$ cat src/rtl/fifo_pkg.sv
`default_nettype none
// ============================================================================
// fifo_pkg : shared defaults, width helper and flag bundle for fifo_sync_param
// Revision : 1.0
// ============================================================================
package fifo_pkg;

    localparam int FIFO_DW    = 12;
    localparam int FIFO_DEPTH = 8;
    localparam int FIFO_AF    = 6;
    localparam int FIFO_AE    = 1;

    typedef struct packed {
        logic full;
        logic empty;
        logic almost_full;
        logic almost_empty;
    } fifo_flags_t;

    // Ceiling log2, usable in parameter defaults.
    function automatic int fifo_clog2(input int n);
        int w;
        w = 0;
        for (int i = 0; i < 31; i++) begin
            if ((1 << i) < n) begin
                w = i + 1;
            end
        end
        return w;
    endfunction

    function automatic fifo_flags_t fifo_flags(input int cnt, input int depth,
                                               input int af, input int ae);
        fifo_flags_t f;
        f.full         = (cnt == depth);
        f.empty        = (cnt == 0);
        f.almost_full  = (cnt >= af);
        f.almost_empty = (cnt <= ae);
        return f;
    endfunction

endpackage
`default_nettype wire

$ cat src/rtl/fifo_dpram.sv
`default_nettype none
// ============================================================================
// fifo_dpram : simple dual-port RAM, one write port, one registered read port
// Revision   : 1.0
// ============================================================================
module fifo_dpram
    import fifo_pkg::*;
#(
    parameter int DATA_WIDTH = FIFO_DW,
    parameter int DEPTH      = FIFO_DEPTH,
    parameter int ADDR_W     = fifo_clog2(FIFO_DEPTH)
) (
    input  logic                  clk,
    input  logic                  reset,
    input  logic                  we,
    input  logic [ADDR_W-1:0]     waddr,
    input  logic [DATA_WIDTH-1:0] wdata,
    input  logic                  re,
    input  logic [ADDR_W-1:0]     raddr,
    output logic [DATA_WIDTH-1:0] rdata
);

    logic [DATA_WIDTH-1:0] mem_q [DEPTH];
    logic [DATA_WIDTH-1:0] rdata_d;
    logic [DATA_WIDTH-1:0] rdata_q;

    // Read samples the array before this edge's write lands: read-first on a collision.
    always_comb begin
        rdata_d = rdata_q;
        if (re) begin
            rdata_d = mem_q[raddr];
        end
    end

    always_ff @(posedge clk) begin
        if (we) begin
            mem_q[waddr] <= wdata;
        end
    end

    always_ff @(posedge clk) begin
        if (reset) begin
            rdata_q <= '0;
        end else begin
            rdata_q <= rdata_d;
        end
    end

    assign rdata = rdata_q;

endmodule
`default_nettype wire

$ cat src/rtl/fifo_sync_param.sv
`default_nettype none
// ============================================================================
// fifo_sync_param : parametrised single-clock FIFO with exact count and flags
// Revision        : 1.0
// ============================================================================
module fifo_sync_param
    import fifo_pkg::*;
#(
    parameter int DATA_WIDTH   = FIFO_DW,
    parameter int DEPTH        = FIFO_DEPTH,
    parameter int ALMOST_FULL  = FIFO_AF,
    parameter int ALMOST_EMPTY = FIFO_AE,
    parameter int ADDR_W       = $clog2(DEPTH),
    parameter int CNT_W        = $clog2(DEPTH + 1)
) (
    input  logic                  clk,
    input  logic                  reset,
    input  logic                  push,
    input  logic [DATA_WIDTH-1:0] data_in,
    input  logic                  pop,
    output logic [DATA_WIDTH-1:0] data_out,
    output logic                  data_valid,
    output logic                  full,
    output logic                  empty,
    output logic                  almost_full,
    output logic                  almost_empty,
    output logic [CNT_W-1:0]      count,
    output logic                  overflow,
    output logic                  underflow
);

    if ((DEPTH < 2) || ((DEPTH & (DEPTH - 1)) != 0)) begin : g_chk_depth
        $error("fifo_sync_param: DEPTH must be a power of 2 and >= 2");
    end
    if ((ALMOST_FULL < 1) || (ALMOST_FULL > DEPTH)) begin : g_chk_af
        $error("fifo_sync_param: ALMOST_FULL out of range 1..DEPTH");
    end
    if ((ALMOST_EMPTY < 0) || (ALMOST_EMPTY > DEPTH - 1)) begin : g_chk_ae
        $error("fifo_sync_param: ALMOST_EMPTY out of range 0..DEPTH-1");
    end
    if ((ADDR_W != $clog2(DEPTH)) || (CNT_W != $clog2(DEPTH + 1))) begin : g_chk_widths
        $error("fifo_sync_param: ADDR_W/CNT_W are derived and must not be overridden");
    end

    localparam fifo_flags_t C_RESET_FLAGS = fifo_flags(0, DEPTH, ALMOST_FULL, ALMOST_EMPTY);

    logic [ADDR_W-1:0] wr_ptr_d, wr_ptr_q;
    logic [ADDR_W-1:0] rd_ptr_d, rd_ptr_q;
    logic [CNT_W-1:0]  count_d, count_q;
    fifo_flags_t       flags_d, flags_q;
    logic              overflow_d, overflow_q;
    logic              underflow_d, underflow_q;
    logic              valid_d, valid_q;
    logic              push_ok;
    logic              pop_ok;
    logic              ram_we;
    logic              ram_re;

    // Acceptance uses registered flags only; a full FIFO takes a push only alongside a pop.
    always_comb begin
        pop_ok      = pop & ~flags_q.empty;
        push_ok     = push & (~flags_q.full | pop_ok);

        wr_ptr_d    = wr_ptr_q;
        rd_ptr_d    = rd_ptr_q;
        count_d     = count_q;
        if (push_ok) begin
            wr_ptr_d = wr_ptr_q + ADDR_W'(1);
        end
        if (pop_ok) begin
            rd_ptr_d = rd_ptr_q + ADDR_W'(1);
        end
        case ({push_ok, pop_ok})
            2'b10:   count_d = count_q + CNT_W'(1);
            2'b01:   count_d = count_q - CNT_W'(1);
            default: count_d = count_q;
        endcase

        // Flags follow the next count so they never lag the count output.
        flags_d     = fifo_flags(32'(count_d), DEPTH, ALMOST_FULL, ALMOST_EMPTY);
        overflow_d  = overflow_q  | (push & ~push_ok);
        underflow_d = underflow_q | (pop & ~pop_ok);
        valid_d     = pop_ok;
    end

    always_ff @(posedge clk) begin
        if (reset) begin
            wr_ptr_q    <= '0;
            rd_ptr_q    <= '0;
            count_q     <= '0;
            flags_q     <= C_RESET_FLAGS;
            overflow_q  <= 1'b0;
            underflow_q <= 1'b0;
            valid_q     <= 1'b0;
        end else begin
            wr_ptr_q    <= wr_ptr_d;
            rd_ptr_q    <= rd_ptr_d;
            count_q     <= count_d;
            flags_q     <= flags_d;
            overflow_q  <= overflow_d;
            underflow_q <= underflow_d;
            valid_q     <= valid_d;
        end
    end

    assign ram_we = push_ok & ~reset;
    assign ram_re = pop_ok & ~reset;

    fifo_dpram #(
        .DATA_WIDTH (DATA_WIDTH),
        .DEPTH      (DEPTH),
        .ADDR_W     (ADDR_W)
    ) u_ram (
        .clk   (clk),
        .reset (reset),
        .we    (ram_we),
        .waddr (wr_ptr_q),
        .wdata (data_in),
        .re    (ram_re),
        .raddr (rd_ptr_q),
        .rdata (data_out)
    );

    assign data_valid   = valid_q;
    assign full         = flags_q.full;
    assign empty        = flags_q.empty;
    assign almost_full  = flags_q.almost_full;
    assign almost_empty = flags_q.almost_empty;
    assign count        = count_q;
    assign overflow     = overflow_q;
    assign underflow    = underflow_q;

endmodule
`default_nettype wire
$ cat config.mk
export PLATFORM = sky130hd
export DESIGN_NAME = fifo_sync_param
export DESIGN_NICKNAME = d
export VERILOG_FILES = /design/src/rtl/fifo_pkg.sv /design/src/rtl/fifo_dpram.sv /design/src/rtl/fifo_sync_param.sv
export SDC_FILE = /design/constraint.sdc
export NUM_CORES = 1
export LEC_CHECK = 0
export ABC_AREA = 1
export BUFFER_PORTS_ARGS = -buffer_cell sky130_fd_sc_hd__buf_2
export CAP_MARGIN = 20
export CORE_AREA = 2 2 121 94
export DETAILED_ROUTE_END_ITERATION = 16
export DIE_AREA = 0 0 123 96
export MAX_ROUTING_LAYER = met4
export PLACE_DENSITY = 0.67
export RECOVER_POWER = 100
export SYNTH_ARGS = -nofsm -noshare
export SYNTH_HDL_FRONTEND = slang
export SYNTH_SLANG_ARGS = --single-unit
$ cat constraint.sdc
create_clock -name clk -period 2.75 [get_ports clk]
set_clock_uncertainty 0.2 [all_clocks]
set_input_delay 0.55 -clock clk [delete_from_list [all_inputs] [get_ports clk]]
set_output_delay 0.55 -clock clk [all_outputs]
set_load 0.02 [all_outputs]
==> metrics.md, run 1 <==
| Metric | Value |
|---|---|
| Remaining DRCs | `0` |
| Syn nets | `457` |
| Port bufs | `38` |
| Critical path arrival | `2.37 ns` |
| Die X | `123 µm` |
| Hold_sp | `pop` |
| RSZ-0062 raised after global routing | `no` |
| Worst slew pin tran | `0.7484 ns` |
| First-pass GRT wire length | `16630 µm` |
| Vias in the first global route | `3174` |
| Fillers | `911` |
| Wire per inst | `16.33 µm` |
| Total gr overflow | `0` |
| Starting density of the core | `48.98%` |
| Gpl congestion | `0.7878` |
| Inserted Diodes | `0` |
| CP Launch Point | `empty` |
| Top sig layer | `met4` |
| Post-synth ARST share | `0%` |
| Utilization after layout | `56.55%` |
| CP endpoint kind | `flip-flop` |
| Post-synthesis adder-cell area fraction | `1.199%` |
| Top FF cell, synth | `edfxtp_1` |
| Vias | `3351` |
| Synth warn | `0` |
| Deepest clock path buffer count | `2` |
| Post-layout min period | `2.491 ns` |
| Worst slew margin | `50.11%` |
| Critical path type | `flip-flop to flip-flop` |
| Outcome | `finished, final reports clean` |
| Critical R2R Launch | `empty` |
| Synth cell types | `32` |
| Post-synth EDFFs | `96` |
| Worst Path Required | `2.63 ns` |
| Largest net degree at the start of global routing | `51` |
| Cell Area, Synth | `5218 µm²` |
| XOR/XNOR Fraction of Synth Area | `0.3357%` |
| Mux cell area share after synthesis | `0%` |
| Largest family of logic cells by synthesized area | `simple AND/OR/NAND/NOR gates` |
| Clk sinks | `125` |
| Initial antenna violation count | `0` |
| Worst skew pair latency | `0.41 ns` |
| Reg clk slew, reported paths | `0.05 ns` |
| DR vias/cell | `5.179` |
| Most frequent cells in the layout | `edfxtp_1 (96), nor2_1 (61), nand2_1 (47)` |
| Clock Root Buffer | `clkbuf_16` |
| Post-DP HPWL | `6448 µm` |
| IO Pins | `39` |
| Post-cts gate resize count | `0` |
| Final WL | `10570 µm` |
| #FFs+latches synth | `125` |
| DRT met1 WL | `4837 µm` |
| Metal2 WL | `5027 µm` |
| Hold buffers post-CTS | `0` |
| Row cnt | `33` |
| Syn Area/Cell | `11.97 µm²` |
| Die height | `96 µm` |
| Setup Fix Bufs, Post-CTS | `0` |
| Post-synthesis compound-gate area fraction | `12.54%` |
| P&R area growth vs syn | `15.47%` |
| Post-synthesis simple-gate area fraction | `13.98%` |
| Metal3 WL | `454 µm` |
| Setup TNS | `0 ns` |
| Max-cap violations | `0` |
| Post-synthesis sequential area ratio | `66.38%` |
| Gate Count Post-Synth | `436` |
| Routed Antenna Nets | `0` |
| CTS tree | `done` |
| H-Tree Depth | `4` |
| Commonest non-fill, non-tap cell in the layout | `edfxtp_1` |
| Fin. max-slew vios | `0` |
| Worst vdd ir | `0.0005340 V` |
| Startpoint Class | `flip-flop` |
| Final worst path period share | `90.60%` |
| Leak | `2.131 nW` |
| Area of the core | `10650 µm²` |
| 1st-pass router iterations | `4` |
| Initial DRC Count | `245` |
| Share of layout cells above drive strength 1 | `19.13%` |
| Min-delay worst type | `input pin to flip-flop` |
| Setup violators final | `0` |
| Die area | `11810 µm²` |
| R2R setup slack | `0.26 ns` |
| Cell Pwr Density | `948.6 nW/µm²` |
| Fmax | `0.4014 GHz` |
| Hold Fails Final Rpt | `0` |
| TritonCTS buffer count | `17` |
| GR Util All Layers | `20.28%` |
| Nets | `515` |
| Max Fanout on Critical Path | `12` |
worst max-delay path, stage by stage (launching register included):
cell,delay [ns]
dfxtp_1,0.35
or2_1,0.37
nand2_8,0.05
nand2_1,0.09
clkbuf_1,0.32
clkinvlp_2,0.22
nand2_1,0.17
nor3_1,0.07
clkbuf_2,0.31
routing by layer:
metal	vias up	GRT usage, %
met1	1607	25.41
met4	0	10.42
met2	75	30.66
met3	21	5.273
met5	-	-
li1	1648	-
cells by family after synthesis:
group,after synthesis
xor+xnor,2
flops,125
fa+ha+maj,5
compound gates,109
simple gates,150
buf+inv,45
synthesized netlist by cell type, types with 4 or more instances:
cell / count / area (µm²)
a21oi_1: 7 / 35.03
a21oi_2: 12 / 105.1
buf_2: 7 / 35.03
buf_4: 5 / 37.54
dfxtp_1: 29 / 580.6
edfxtp_1: 96 / 2883
ha_1: 5 / 62.56
inv_1: 17 / 63.81
nand2_1: 45 / 168.9
nand3_1: 7 / 35.03
nor2_1: 58 / 217.7
nor2_2: 30 / 187.7
nor3_2: 4 / 40.04
o211ai_1: 24 / 180.2
o21ai_0: 41 / 205.2
o21ai_1: 24 / 120.1
worst paths after layout:
check / depth (start not counted) / end
max reg2reg: 8 / u_ram.mem_q[0][1]
max: 8 / u_ram.mem_q[0][1]
min: 3 / underflow
min reg2reg: 2 / overflow
metrics by stage:
step / cells / cell area [µm²] / hold slack [ns] / setup slack [ns] / power, mW
after global placement: 615 / 5567 / 0.2373 / 0.1170 / 3.552
after floorplan: 436 / 5218 / 0.2933 / 0.1920 / 3.311
final: 647 / 6025 / 0.1938 / 0.2586 / 5.715
after global routing: 647 / 6025 / 0.1928 / 0.06740 / 6.027
after CTS: 647 / 6162 / 0.1859 / 0.3606 / 5.829
after detailed placement: 615 / 5567 / 0.2560 / 0.04623 / 3.581
flip-flops by register name, summed over array words and instances (netlist names), 3 cells and up:
register	count
count	4
rd_ptr_q	3
u_ram.mem_q	96
wr_ptr_q	3
u_ram.rdata	12
power by group:
| part | internal, mW | switching (mW) | total [mW] |
|---|---|---|---|
| combinational | 0.372 | 0.805 | 1.18 |
| clock | 1.49 | 0.741 | 2.23 |
| sequential | 2.19 | 0.115 | 2.31 |
final cells by class:
| type | instances | area [µm²] | area share, % |
|---|---|---|---|
| Inverter | 23 | 100.1 | 1.661 |
| Sequential cell | 125 | 3463 | 57.49 |
| Timing Repair Buffer | 61 | 285.3 | 4.735 |
| Tap cell | 140 | 175.2 | 2.908 |
| Clock inverter | 7 | 110.1 | 1.828 |
| Clock buffer | 25 | 485.5 | 8.058 |
| Multi-Input combinational cell | 266 | 1405 | 23.32 |
(Power assumes the default switching activity.)
==> inputs of run 2 (changes only) <==
--- a/config.mk
+++ b/config.mk
@@ -8,11 +8,11 @@
 export ABC_AREA = 1
 export BUFFER_PORTS_ARGS = -buffer_cell sky130_fd_sc_hd__buf_2
 export CAP_MARGIN = 20
-export CORE_AREA = 2 2 121 94
+export CORE_AREA = 2 2 112 87
 export DETAILED_ROUTE_END_ITERATION = 16
-export DIE_AREA = 0 0 123 96
+export DIE_AREA = 0 0 114 89
 export MAX_ROUTING_LAYER = met4
-export PLACE_DENSITY = 0.67
+export PLACE_DENSITY = 0.77
 export RECOVER_POWER = 100
 export SYNTH_ARGS = -nofsm -noshare
 export SYNTH_HDL_FRONTEND = slang
==> run 2 against run 1 <==
Sequential share of layout area up 1.4 points. Fmax hardly changed. Power fell by 1.5%. Non-clock buffer count fell by 7. Combinational power about the same. Clock power fell by 4%. Die area is 14% lower. Count of clock-buffer cells in the layout decreased by 4. Sequential cell count unchanged. Critical path depth is 9 higher. Critical path type unchanged.
==> metrics.md, run 2 (synthesis results as in run 1) <==
| Metric | Value |
|---|---|
| Routed Antenna Nets | `0` |
| Number of flip-flops in the largest register | `96` |
| Leak | `2.076 nW` |
| 1st-pass router iterations | `5` |
| Final WL | `10300 µm` |
| Reg clk slew, reported paths | `0.05 ns` |
| Deepest clock path buffer count | `2` |
| Worst skew pair latency | `0.42 ns` |
| Crit path buf inv count | `4` |
| Cell Pwr Density | `956.2 nW/µm²` |
| RR Endpoint | `almost_full` |
| Vias in the first global route | `3176` |
| Worst slew margin | `50.42%` |
| Critical R2R Launch | `empty` |
| Switching Fraction | `29.65%` |
| Hold buffers post-CTS | `0` |
| Final worst path period share | `90.61%` |
| Clock Power Share | `38.0%` |
| Worst-path cell chain | `or2_4, nand2_8, nand2_1, ha_1, nand2_1, inv_1, nor2_2, ha_1, clkinv_1, nand2_1, inv_1, nand2_1, nand3_1, nand3_1, inv_1, nand2_1, nand2_1` |
| Wire per inst | `16.83 µm` |
| Worst vdd ir | `0.0005989 V` |
| R2R setup slack | `0.26 ns` |
| GR Util All Layers | `23.03%` |
| Switching power | `1.669 mW` |
| Crit path depth | `17` |
| Most frequent cells in the layout | `edfxtp_1 (96), nor2_1 (71), nand2_1 (47)` |
| Starting density of the core | `58.40%` |
| Post-layout min period | `2.492 ns` |
| Crit path max-delay family | `simple AND/OR/NAND/NOR gates` |
| Comb pwr share | `20.9%` |
| Die area | `10150 µm²` |
| Total power | `5.628 mW` |
| DR vias/cell | `5.521` |
| Worst hold slack | `0.1861 ns` |
| Die height | `89 µm` |
| First-pass GRT wire length | `16200 µm` |
| Setup crit end | `almost_full` |
| Fillers | `694` |
| Fmax | `0.4013 GHz` |
| Setup WS pre-CTS | `-0.003387 ns` |
| Flop pwr share | `41.1%` |
| DRT met1 WL | `4395 µm` |
| Slowest CP cell | `dfxtp_1` |
| Hold Fails Final Rpt | `0` |
| Port bufs | `38` |
| Final WS setup | `0.2582 ns` |
| Largest net degree at the start of global routing | `51` |
| Max Fanout on Critical Path | `5` |
| Setup Fix Bufs, Post-CTS | `0` |
| IO Pins | `39` |
| Fin. max-slew vios | `0` |
| Nets | `508` |
| Startpoint Class | `flip-flop` |
| TritonCTS buffer count | `17` |
| Vias | `3379` |
| Area of the multi-input gates | `1374 µm²` |
| Top register by number of flip-flops | `u_ram.mem_q` |
| Int Pwr | `3.959 mW` |
| CTS tree | `done` |
| Total gr overflow | `0` |
| Register area | `3463 µm²` |
| Post-DP HPWL | `6112 µm` |
| Clk sinks | `125` |
| Initial antenna violation count | `0` |
| Cell mode on critical path | `nand2_1` |
| Top sig layer | `met4` |
| Crit-path max cell delay | `0.33 ns` |
| CP endpoint kind | `flip-flop` |
| Share of layout cells above drive strength 1 | `14.80%` |
| Worst reg-to-reg path cell count | `17` |
| Worst slew pin tran | `0.7427 ns` |
| H-Tree Depth | `4` |
| Setup TNS | `0 ns` |
| Area of the core | `8934 µm²` |
| P&R area growth vs syn | `12.81%` |
| Commonest non-fill, non-tap cell in the layout | `edfxtp_1` |
| Metal3 WL | `717 µm` |
| Utilization after layout | `65.88%` |
| Gpl congestion | `0.8170` |
| Min-delay worst type | `input pin to flip-flop` |
| RSZ-0062 raised after global routing | `no` |
| Outcome | `finished, final reports clean` |
| Remaining DRCs | `0` |
| Inserted Diodes | `0` |
| Initial DRC Count | `266` |
| Max-cap violations | `0` |
| Worst Path Required | `2.85 ns` |
| CP Launch Point | `empty` |
| Clock Root Buffer | `clkbuf_16` |
| Critical path arrival | `2.59 ns` |
| Row cnt | `30` |
| Die X | `114 µm` |
| Metal2 WL | `4986 µm` |
| Critical path type | `flip-flop to flip-flop` |
| Setup violators final | `0` |
==> run 2: cell types whose count changed in the layout (fill, tap and decap cells not counted), sizes merged <==
cell / previous run / this run
clkbuf: 72 / 68
inv: 22 / 21
buf: 14 / 7
clkinv: 4 / 9
==> run 2: power groups by stage <==
stage / Clock [mW] / Sequential, mW / Combinational [mW]
4_1_cts: 2.16 / 2.31 / 1.25
3_5_place_dp: 0 / 2.34 / 1.24
5_1_grt: 2.25 / 2.33 / 1.33
2_1_floorplan: 0 / 2.44 / 0.870
3_3_place_gp: 0 / 2.34 / 1.20
6_report: 2.14 / 2.31 / 1.18
==> run 2: worst min-delay path by stage <==
stage                 from     endpoint  cells after the start
2_1_floorplan  wr_ptr_q[1]  wr_ptr_q[1]                      2
3_3_place_gp      overflow     overflow                      2
3_5_place_dp      overflow     overflow                      2
4_1_cts                pop    underflow                      3
5_1_grt                pop    underflow                      3
6_report               pop    underflow                      3
==> run 2: metal layers <==
layer | track usage [%] | vias to the layer above
met3 | 6.712 | 16
met4 | 11.64 | 0
met2 | 34.63 | 115
met1 | 28.91 | 1609
met5 | - | -
li1 | - | 1639
==> run 2: worst min-delay path, stage by stage <==
cell and delay [ns]:
buf_2 0.09, a21oi_1 0.06, nor2_1 0.07
==> run 2: metrics by stage <==
step / instances / area (µm²)
after floorplan: 436 / 5218
after global placement: 580 / 5492
after detailed placement: 580 / 5492
after CTS: 612 / 6056
after global routing: 612 / 5886
final: 612 / 5886
==> run 2: repair_timing <==
action,CTS,global route
gates resized for setup,0,1
setup endpoints to repair,0,2
hold endpoints to repair,0,0
==> run 2: area by class of cell <==
type                            count  share of cell area (%)
Tap cell                          112                   2.381
Sequential cell                   125                   58.84
Clock buffer                       21                   7.483
Timing Repair Buffer               54                   4.145
Multi-Input combinational cell    266                   23.34
Inverter                           23                   1.701
Clock inverter                     11                   2.105
